==> config.mk <==
export PLATFORM = sky130hd
export DESIGN_NAME = demux1to4_reg
export DESIGN_NICKNAME = d
export VERILOG_FILES = /design/src/rtl/demux_pkg.sv /design/src/rtl/demux_chan_reg.sv /design/src/rtl/demux1to4_reg.sv
export SDC_FILE = /design/constraint.sdc
export NUM_CORES = 1
export LEC_CHECK = 0
export ABC_AREA = 0
export CAP_MARGIN = 5
export CORE_ASPECT_RATIO = 0.7
export CORE_MARGIN = 2
export CORE_UTILIZATION = 36
export CTS_BUF_LIST = sky130_fd_sc_hd__clkbuf_2 sky130_fd_sc_hd__clkbuf_4 sky130_fd_sc_hd__clkbuf_8
export CTS_CLUSTER_DIAMETER = 120
export CTS_CLUSTER_SIZE = 25
export DETAILED_ROUTE_END_ITERATION = 7
export GPL_ROUTABILITY_DRIVEN = 0
export PLACE_DENSITY_LB_ADDON = 0.2
export SLEW_MARGIN = 0
export SYNTH_ARGS = -nofsm -noshare
export SYNTH_HDL_FRONTEND = slang
export SYNTH_SLANG_ARGS = --single-unit
==> constraint.sdc <==
create_clock -name CLK -period 2.8 [get_ports CLK]
set_clock_uncertainty 0.05 [all_clocks]
set_input_delay 0.56 -clock CLK [delete_from_list [all_inputs] [get_ports CLK]]
set_output_delay 0.56 -clock CLK [all_outputs]
set_load 0.02 [all_outputs]
==> src/rtl/demux_pkg.sv <==
// Shared definitions for the registered 1-to-4 demultiplexer.
// Optional per-channel transfer counters are enabled with DEMUX_XFER_CNT_EN.
package demux_pkg;

    localparam int CH_NUM = 4;   // number of destination channels
    localparam int SEL_W  = 2;   // select width, covers CH_NUM codes
    localparam int CNT_W  = 16;  // per-channel transfer counter width

    typedef logic [SEL_W-1:0] chan_idx_t;

endpackage

==> src/rtl/demux_chan_reg.sv <==
// One output channel of the demultiplexer: a one-deep holding register with
// a valid flag. A load always wins over a drain, so a same-cycle drain+load
// replaces the word and keeps valid high (full throughput).
// When DEMUX_XFER_CNT_EN is defined, a wrapping counter of completed output
// transfers (valid & ready) is added.
module demux_chan_reg
    import demux_pkg::*;
#(
    parameter int WIDTH = 48
) (
    input  logic             CLK,
    input  logic             RST,
    input  logic             load,
    input  logic [WIDTH-1:0] load_data,
    input  logic             ready,
    output logic [WIDTH-1:0] data,
    output logic             valid
`ifdef DEMUX_XFER_CNT_EN
    ,
    output logic [CNT_W-1:0] cnt
`endif
);

    // Holding register: reset, then load, then drain, otherwise hold.
    // The data register keeps its last value after a drain.
    always_ff @(posedge CLK) begin
        if (RST) begin
            valid <= 1'b0;
            data  <= '0;
        end else if (load) begin
            valid <= 1'b1;
            data  <= load_data;
        end else if (valid && ready) begin
            valid <= 1'b0;
        end
    end

`ifdef DEMUX_XFER_CNT_EN
    // Count every word handed to the consumer; wraps naturally at all-ones.
    always_ff @(posedge CLK) begin
        if (RST) begin
            cnt <= '0;
        end else if (valid && ready) begin
            cnt <= cnt + 1'b1;
        end
    end
`endif

endmodule

==> src/rtl/demux1to4_reg.sv <==
// Registered 1-to-4 demultiplexer with valid/ready on input and per-channel
// outputs. The top holds only accept/decode; storage lives in demux_chan_reg.
// in_ready is the only combinational output and never depends on in_valid
// or in_data. Optional transfer counters: define DEMUX_XFER_CNT_EN.
module demux1to4_reg
    import demux_pkg::*;
#(
    parameter int WIDTH = 48
) (
    input  logic                    CLK,
    input  logic                    RST,
    input  logic [WIDTH-1:0]        in_data,
    input  chan_idx_t               in_sel,
    input  logic                    in_valid,
    output logic                    in_ready,
    output logic [CH_NUM*WIDTH-1:0] out_data,
    output logic [CH_NUM-1:0]       out_valid,
    input  logic [CH_NUM-1:0]       out_ready
`ifdef DEMUX_XFER_CNT_EN
    ,
    output logic [CH_NUM*CNT_W-1:0] xfer_cnt
`endif
);

    logic [CH_NUM-1:0] load;

    // Accept when the selected channel is empty or draining this cycle;
    // the state of other channels never unblocks the input.
    always_comb begin
        in_ready = ~out_valid[in_sel] | out_ready[in_sel];
    end

    // One-hot load strobe toward the selected channel on a transfer.
    always_comb begin
        load = '0;
        for (int i = 0; i < CH_NUM; i++) begin
            load[i] = in_valid & in_ready & (in_sel == chan_idx_t'(i));
        end
    end

    for (genvar g = 0; g < CH_NUM; g++) begin : g_chan
        demux_chan_reg #(
            .WIDTH(WIDTH)
        ) u_chan (
            .CLK       (CLK),
            .RST       (RST),
            .load      (load[g]),
            .load_data (in_data),
            .ready     (out_ready[g]),
            .data      (out_data[g*WIDTH +: WIDTH]),
            .valid     (out_valid[g])
`ifdef DEMUX_XFER_CNT_EN
            ,
            .cnt       (xfer_cnt[g*CNT_W +: CNT_W])
`endif
        );
    end

endmodule

== Word-level counts from Yosys, hierarchy flattened ==
Index checks and enable logic that the tools add are counted.

* Magnitude comparators: 1
* Eq/ne operators: 3
* Multiplexer cells: 12
* Bitwise operators: 7
* Reductions and logical operators: 9

{| class="wikitable"
|+ Operator list
! kind !! count
|-
| two-way mux 1 bit || 10
|-
| nonzero test 2 bit || 4
|-
| AND 1 bit || 5
|-
| binary-select mux 1 bit (select 2 bit) || 2
|-
| equality test 2 bit, second input constant || 2
|-
| logical AND 1 bit || 4
|-
| < comparator 2 x 3 -> 1 bit, second input constant || 1
|-
| equality test 2 x 1 -> 1 bit, second input constant || 1
|-
| logical NOT 2 bit || 1
|-
| inverter 1 bit || 1
|-
| OR 1 bit || 1
|}

* Register bits: 196
* Input port bits: 57
* Output and inout port bits: 197
* Logic and storage cells: 40

== Longest topological paths before layout ==
Gate-level depths: netlist (run 1).

* Word-level depth: 7
* Mapped depth: 5
* Mapped depth without buffers: 3

== Cells and area by module ==
Synthesis (run 1) repeated with hierarchy kept, for this count alone.

* Cell total of the unflattened synthesis: 645
* Area total of the unflattened synthesis: 7088.0 um^2

{| class="wikitable"
|+ By module, submodules not included
! module !! instances !! cells an instance !! area each (um^2) !! sequential area each (um^2)
|-
| demux_chan_reg || 4 || 159 || 1746.7 || 980.9
|-
| demux1to4_reg || 1 || 9 || 101.3 || 0.0
|}

== Least setup slack after synthesis (run 1) ==
OpenSTA, ideal clock, no wires.

* Path type: input-to-output
* From: input port in_sel[0]
* To: output port in_ready
* Arrival time: 1265 ps
* Data required time: 2190 ps
* Slack: 925 ps
* Stages: 2
* Path buffers: 1
* Cells stage by stage: buf_2 -> mux4_2

* Word-level cells in the longest chain between the ends: 4
* Elaborated cells on any way between the ends: 6
* Classes of those cells: mux: 4; bitwise: 2

{| class="wikitable"
|+ Ends and longest elaborated chain
! what !! RTL line !! source
|-
| from (decl) || demux1to4_reg.sv:13 || <nowiki>input chan_idx_t in_sel,</nowiki>
|-
| binary-select mux 1 bit (select 2 bit) || demux1to4_reg.sv:30 || <nowiki>in_ready = ~out_valid[in_sel] | out_ready[in_sel];</nowiki>
|-
| two-way mux 1 bit (not written as such) || demux1to4_reg.sv:30 ||
|-
| inverter 1 bit || demux1to4_reg.sv:30 ||
|-
| OR 1 bit * || demux1to4_reg.sv:30 ||
|-
| to (decl) || demux1to4_reg.sv:15 || <nowiki>output logic in_ready,</nowiki>
|}

Mark *: on every way between the ends. The rest lies on a longest branch, timed or not. The select of a mux whose other input is x is not followed.

== Worst setup path after layout (run 1) ==
* From: input port out_ready[2]
* To: output port in_ready

* Word-level cells in the longest chain between the ends: 3

{| class="wikitable"
|+ Ends and longest elaborated chain
! what !! RTL line !! source
|-
| from (decl) || demux1to4_reg.sv:18 || <nowiki>input logic [CH_NUM-1:0] out_ready</nowiki>
|-
| binary-select mux 1 bit (select 2 bit) || demux1to4_reg.sv:30 ||
|-
| two-way mux 1 bit (not written as such) || demux1to4_reg.sv:30 ||
|-
| OR 1 bit || demux1to4_reg.sv:30 ||
|}

No other way between the ends. The select of a mux whose other input is x is not followed.

==> flow_summary.toml, run 1 <==
[grt]
grt_max_degree = 98
grt_pass1_vias = 5674
antenna_found_initial = 0
grt_pass1_wl_mm = 31.6
gr-usage-all-layers = 0.180
grt-ovfl-total = 0

[final_layout]
nNetsFinal = 989
diodes = 0
fillers = 1933
multi_input_area_sq_mm = 0.00355
seqCellArea_sq_mm = 0.00392
areaGrowthSynthToFinish_pct = 41.4
final_cell_mix = "clkdlybuf4s50_1, nand2b_1, dfxtp_1, mux2i_1, clkbuf_8"
layout_commonest_cell = "clkdlybuf4s50_1"
drive_gt1_frac = 0.0550
final_core_util = 0.522

[routing]
wl_per_cell_microns = 16.7
wl_met3_mm = 1.81
first_iter_violations = 262
drt_pass1_iterations = 4
vias = 5604
wl_met2_mm = 8.67
highest_layer = "met4"
drc = 0
viasPerCell = 4.59
drt-met1-wl_mm = 9.70
drt_wl_total_mm = 20.4
ant_nets = 0

[placed_design]
portBuffers = 253
hpwlAfterDp_mm = 13.9
pre_cts_ws_ns = -0.0177

[clocking]
cts_max_level = 4
cts_buffer_depth = 2
clk_pin_slew_ns = 0.09
cts_made_buffers = 17
cts_root_buf = "clkbuf_8"
cts_sinks = 196
postCtsHoldBufs = 0
insertion_delay_ns = 0.46
cts_tree = "done"
cts_setup_buffers = 0

[setup_path]
critPathCaptureType = "output port"
reg2regPathDepth = 4
crit_type = "in2out"
cp_max_fo = 3
reg2reg_slack_ns = 1.15
critical_path.max_stage_delay_ns = 0.48
cp_slowest_cell = "mux4_2"
startpoint = "out_ready[2]"
r2r-start = "g_chan[0].u_chan.valid"
cp_cell_sequence = "clkdlybuf4s50_1 -> nand2b_1 -> mux4_2 -> dlygate4sd2_1"
worstPathArrival_ns = 1.98
start_kind = "input pin"
required_ns = 2.19
regToRegEndpoint = "g_chan[0].u_chan.data[19]"
crit_end = "in_ready"

[synth]
ys_ff_latch = 196
synth_nets = 754
syn_area_sq_mm = 0.00773
yosysSeqAreaShare = 0.508
ys_types = 16
synthCells = 697
yosysWarnings = 0
syn_avg_cell_area_sq_um = 11.1

[floorplan]
die_y_microns = 127
start_util = 0.369
die-area_sq_mm = 0.0227
io_pins = 254
rows = 44
core_area_sq_mm = 0.0209
die_w_microns = 179

[flow_run]
max_cap_violations = 0

[sta]
max_freq_mhz = 387
slew_violations = 0
fin_crit_ns = 2.59
setup_viol = 0
grt_setup_unrepaired = "false"
setup_ws_ns = 0.215
timing.final.crit_share = 0.923
finalHoldViolations = 0
max_slew.worst_pin.slew_ns = 0.582
max-slew-margin-rel = 0.612

[power]
p_leak_nw = 4.62
powerDensity_mw_per_mm2 = 510
peakVddDrop_mv = 0.331
total_power_mw = 5.57

[min_path]
hold_path.class = "reg2reg"
hold_depth = 2

[run_status]
run_status = "complete, no violations"
[Yosys cell counts]
master | count | share of area
nand4_1 | 1 | 0.00081
or3_1 | 1 | 0.00081
buf_4 | 8 | 0.0078
mux4_2 | 1 | 0.0029
and4_1 | 1 | 0.0011
buf_6 | 2 | 0.0029
nand4b_1 | 2 | 0.0023
clkbuf_1 | 27 | 0.013
nand2b_1 | 245 | 0.20
nor2b_1 | 1 | 0.00081
a21oi_1 | 4 | 0.0026
dfxtp_1 | 196 | 0.51
mux2i_1 | 192 | 0.25
buf_2 | 13 | 0.0084
nor3_1 | 1 | 0.00065
buf_1 | 2 | 0.00097
[per-stage QoR]
stage	TNS [ns]	hold WS [ns]	std cells	instance area, sq um
final	0	0.424	1221	10900
after global routing	0	0.448	1221	10900
after global placement	-0.00233	0.407	1189	10500
after floorplan	0	0.423	697	7730
after detailed placement	-0.0177	0.413	1189	10500
after CTS	0	0.428	1221	10900
[what timing repair did]
item	4_1_cts	5_1_grt
endpoints found under the hold margin	0	0
endpoints found under the setup margin	1	0
gates resized for setup	1	0
[metal layers]
metal,vias up,global-route usage
li1,2758,-
met1,2678,0.243
met4,0,0.0413
met2,152,0.268
met5,-,0
met3,16,0.0764
[sequential cells by signal, summed over array words and instances (netlist names)]
signal / cells
g_chan.u_chan.data: 192
g_chan.u_chan.valid: 4
[worst max-delay path, delay by kind of cell]
family | cells | cell delay (ns)
simple gates | 1 | 0.20
buf+inv | 2 | 0.72
mux | 1 | 0.48
[logic make-up after synthesis]
logic type             count (synthesis)  synth area share
buffers and inverters                 52            0.0332
muxes                                193             0.252
DFF                                  196             0.508
AOI/OAI and AO/OA                      4           0.00259
and+or+nand+nor                      252             0.205
[worst min path at each step]
| stage | startpoint | to | slack [ns] |
|---|---|---|---|
| global route | g_chan[3].u_chan.data[0] | g_chan[3].u_chan.data[0] | 0.45 |
| detailed placement | g_chan[3].u_chan.data[1] | g_chan[3].u_chan.data[1] | 0.41 |
| floorplan | g_chan[0].u_chan.valid | g_chan[0].u_chan.valid | 0.42 |
| CTS | g_chan[0].u_chan.data[36] | g_chan[0].u_chan.data[36] | 0.43 |
| finish | g_chan[0].u_chan.data[36] | g_chan[0].u_chan.data[36] | 0.42 |
| global placement | g_chan[0].u_chan.data[36] | g_chan[0].u_chan.data[36] | 0.41 |
[where the power goes]
part	switching, mW	internal, mW	leakage [nW]
clock	1.02	0.851	0.194
combinational	0.371	0.391	2.83
sequential	0.0518	2.88	1.59
[area by class of cell]
type | count | share of cell area
clock buffers | 20 | 0.0246
multi-input cells | 449 | 0.325
flip-flops and latches | 196 | 0.359
repair buffers | 268 | 0.247
clock inverters | 12 | 0.0120
well taps | 276 | 0.0316
(Power assumes the default switching activity.)
==> run 2: changes to the inputs <==
--- a/config.mk
+++ b/config.mk
@@ -16,7 +16,7 @@
 export DETAILED_ROUTE_END_ITERATION = 7
 export GPL_ROUTABILITY_DRIVEN = 0
 export PLACE_DENSITY_LB_ADDON = 0.2
-export SLEW_MARGIN = 0
 export SYNTH_ARGS = -nofsm -noshare
 export SYNTH_HDL_FRONTEND = slang
+export SYNTH_HIERARCHICAL = 1
 export SYNTH_SLANG_ARGS = --single-unit
==> flow_summary.toml, run 2 <==
[placed_design]
portBuffers = 253
dp.cells = 1133
pre_cts_ws_ns = 0.0521
placed_cell_area_sq_mm = 0.00987
hpwlAfterDp_mm = 12.6

[synth]
synth_edf_count = 0
yosysSeqAreaShare = 0.554
syn_area_sq_mm = 0.00709
ys_ff_latch = 196
syn_avg_cell_area_sq_um = 11.0
yosysWarnings = 6
ys.flop_type = "dfxtp_1"
synth_top_cell_by_area = "dfxtp_1"
synth_nets = 702
synth.top_cell.area_share = 0.554
ys_types = 17
synthCells = 645
synthMostInstantiatedCell = "dfxtp_1"
synth.top_cells.by_area = "dfxtp_1, mux2i_1, nor2_1"
synth_common_cells = "dfxtp_1, mux2i_1, nor2_1"
async_flop_share = 0

[clocking]
cts_made_buffers = 17
cts_root_buf = "clkbuf_8"
cts_sinks = 196
cts_buffer_depth = 2
clk_pin_slew_ns = 0.09
cts_tree = "done"
postCtsHoldBufs = 0
insertion_delay_ns = 0.45
cts_max_level = 4

[setup_path]
worstPathArrival_ns = 1.82
critPathCaptureType = "output port"
crit_type = "in2out"
cp_slowest_cell = "mux4_2"
critical_path.max_stage_delay_ns = 0.45
cp_max_fo = 2
start_kind = "input pin"
cp_cell_sequence = "clkdlybuf4s50_1 -> nand2b_1 -> mux4_2 -> dlymetal6s2s_1"
required_ns = 2.19

[final_layout]
multi_input_area_sq_mm = 0.00281
largest_register = "g_chan.u_chan/data"
layoutNonFillerInstCount = 1164
final_cell_mix = "clkdlybuf4s50_1, dfxtp_1, mux2i_1, nor2_1, clkbuf_8"
fin_area_sq_mm = 0.0103
areaGrowthSynthToFinish_pct = 44.7
reg.largest.list = "g_chan.u_chan/data: 192 flops, g_chan.u_chan/valid: 4 flops"
drive_gt1_frac = 0.0600
seqCellArea_sq_mm = 0.00392
fillers = 1806
largest_reg_flops = 192
diodes = 0
layout_commonest_cell = "clkdlybuf4s50_1"
nNetsFinal = 945

[grt]
antenna_found_initial = 0
grt_pass1_vias = 5121
grt_max_degree = 73
grt_pass1_wl_mm = 29.0
grt-ovfl-total = 0
gr-usage-all-layers = 0.181

[min_path]
hold_path.class = "reg2reg"

[floorplan]
die_y_microns = 121
io_pins = 254
rows = 42
start_util = 0.372
die_w_microns = 172
die-area_sq_mm = 0.0208
core_area_sq_mm = 0.0191

[sta]
timing.final.crit_share = 0.868
setup_viol = 0
fin_crit_ns = 2.43
max_freq_mhz = 411
grt_setup_unrepaired = "false"
setup_ws_ns = 0.369
timing.hold.ws_ns = 0.448
finalHoldViolations = 0
max_slew.worst_pin.slew_ns = 0.602
slew_violations = 0
setup_tns_ns = 0
max-slew-margin-rel = 0.599

[routing]
drt_pass1_iterations = 4
wl_met3_mm = 1.71
ant_nets = 0
drt_wl_total_mm = 18.8
wl_per_cell_microns = 16.2
drc = 0
drt-met1-wl_mm = 9.00
wl_met2_mm = 7.93
first_iter_violations = 242
vias = 5254
highest_layer = "met4"
viasPerCell = 4.51

[power]
pwr-share-comb = 0.138
p_int_mw = 4.04
p_leak_nw = 3.66
peakVddDrop_mv = 0.302
powerDensity_mw_per_mm2 = 538
p_switching_mw = 1.48
netSwitchingFraction = 0.268
power_frac_seq = 0.531
p_clk_frac = 0.331

[flow_run]
max_cap_violations = 0

[run_status]
run_status = "complete, no violations"
## run 2: what timing repair did
item | CTS | global route
buffers inserted | 0 | 0
endpoints found under the setup margin | 0 | 1
gates resized for setup | 0 | 1
hold endpoints to repair | 0 | 0
## run 2: metrics by stage
stage	util	total power, mW
2_1_floorplan	-	3.38
3_3_place_gp	0.517	3.75
3_5_place_dp	0.517	3.76
4_1_cts	0.538	5.60
5_1_grt	0.538	5.76
6_report	0.538	5.51
## run 2: power groups by stage
stage	Combinational, mW	Clock, mW	Sequential (mW)
after floorplan	0.270	0	3.11
after global placement	0.763	0	2.99
after detailed placement	0.764	0	2.99
after CTS	0.766	1.90	2.93
after global routing	0.810	2.00	2.94
final	0.759	1.83	2.93
## run 2: worst max-delay path: cells and delay by family
| kind | cells | cell delay [ns] |
|---|---|---|
| simple gates | 1 | 0.18 |
| buf+inv | 2 | 0.63 |
| mux | 1 | 0.45 |
## run 2: kinds of logic after synthesis
group / count (synthesis) / share of synthesized area
and+or+nand+nor: 204 / 0.116
DFF: 196 / 0.554
muxes: 193 / 0.274
buffers and inverters: 48 / 0.0530
AOI/OAI and AO/OA: 4 / 0.00282
## run 2: worst paths after layout
path                                                start                        end  slack, ns  cells past startpoint
worst min-delay path            g_chan[1].u_chan/data[47]  g_chan[1].u_chan/data[47]       0.45                      2
worst min register to register  g_chan[1].u_chan/data[47]  g_chan[1].u_chan/data[47]       0.45                      2
worst max-delay path                         out_ready[2]                   in_ready       0.37                      4
worst max register to register     g_chan[0].u_chan/valid  g_chan[0].u_chan/data[36]       1.14                      5
## run 2: metal layers
metal | GRT usage | vias up
met5 | 0 | -
met4 | 0.0471 | 0
met3 | 0.0731 | 14
met2 | 0.271 | 167
met1 | 0.241 | 2454
li1 | - | 2619
## run 2: final cells by class
class | count | share of cell area
multi-input combinational | 401 | 0.274
sequential | 196 | 0.383
timing repair buffer | 268 | 0.272
inverter | 4 | 0.00146
clock buffer | 20 | 0.0262
tap | 264 | 0.0322
clock inverter | 11 | 0.0115
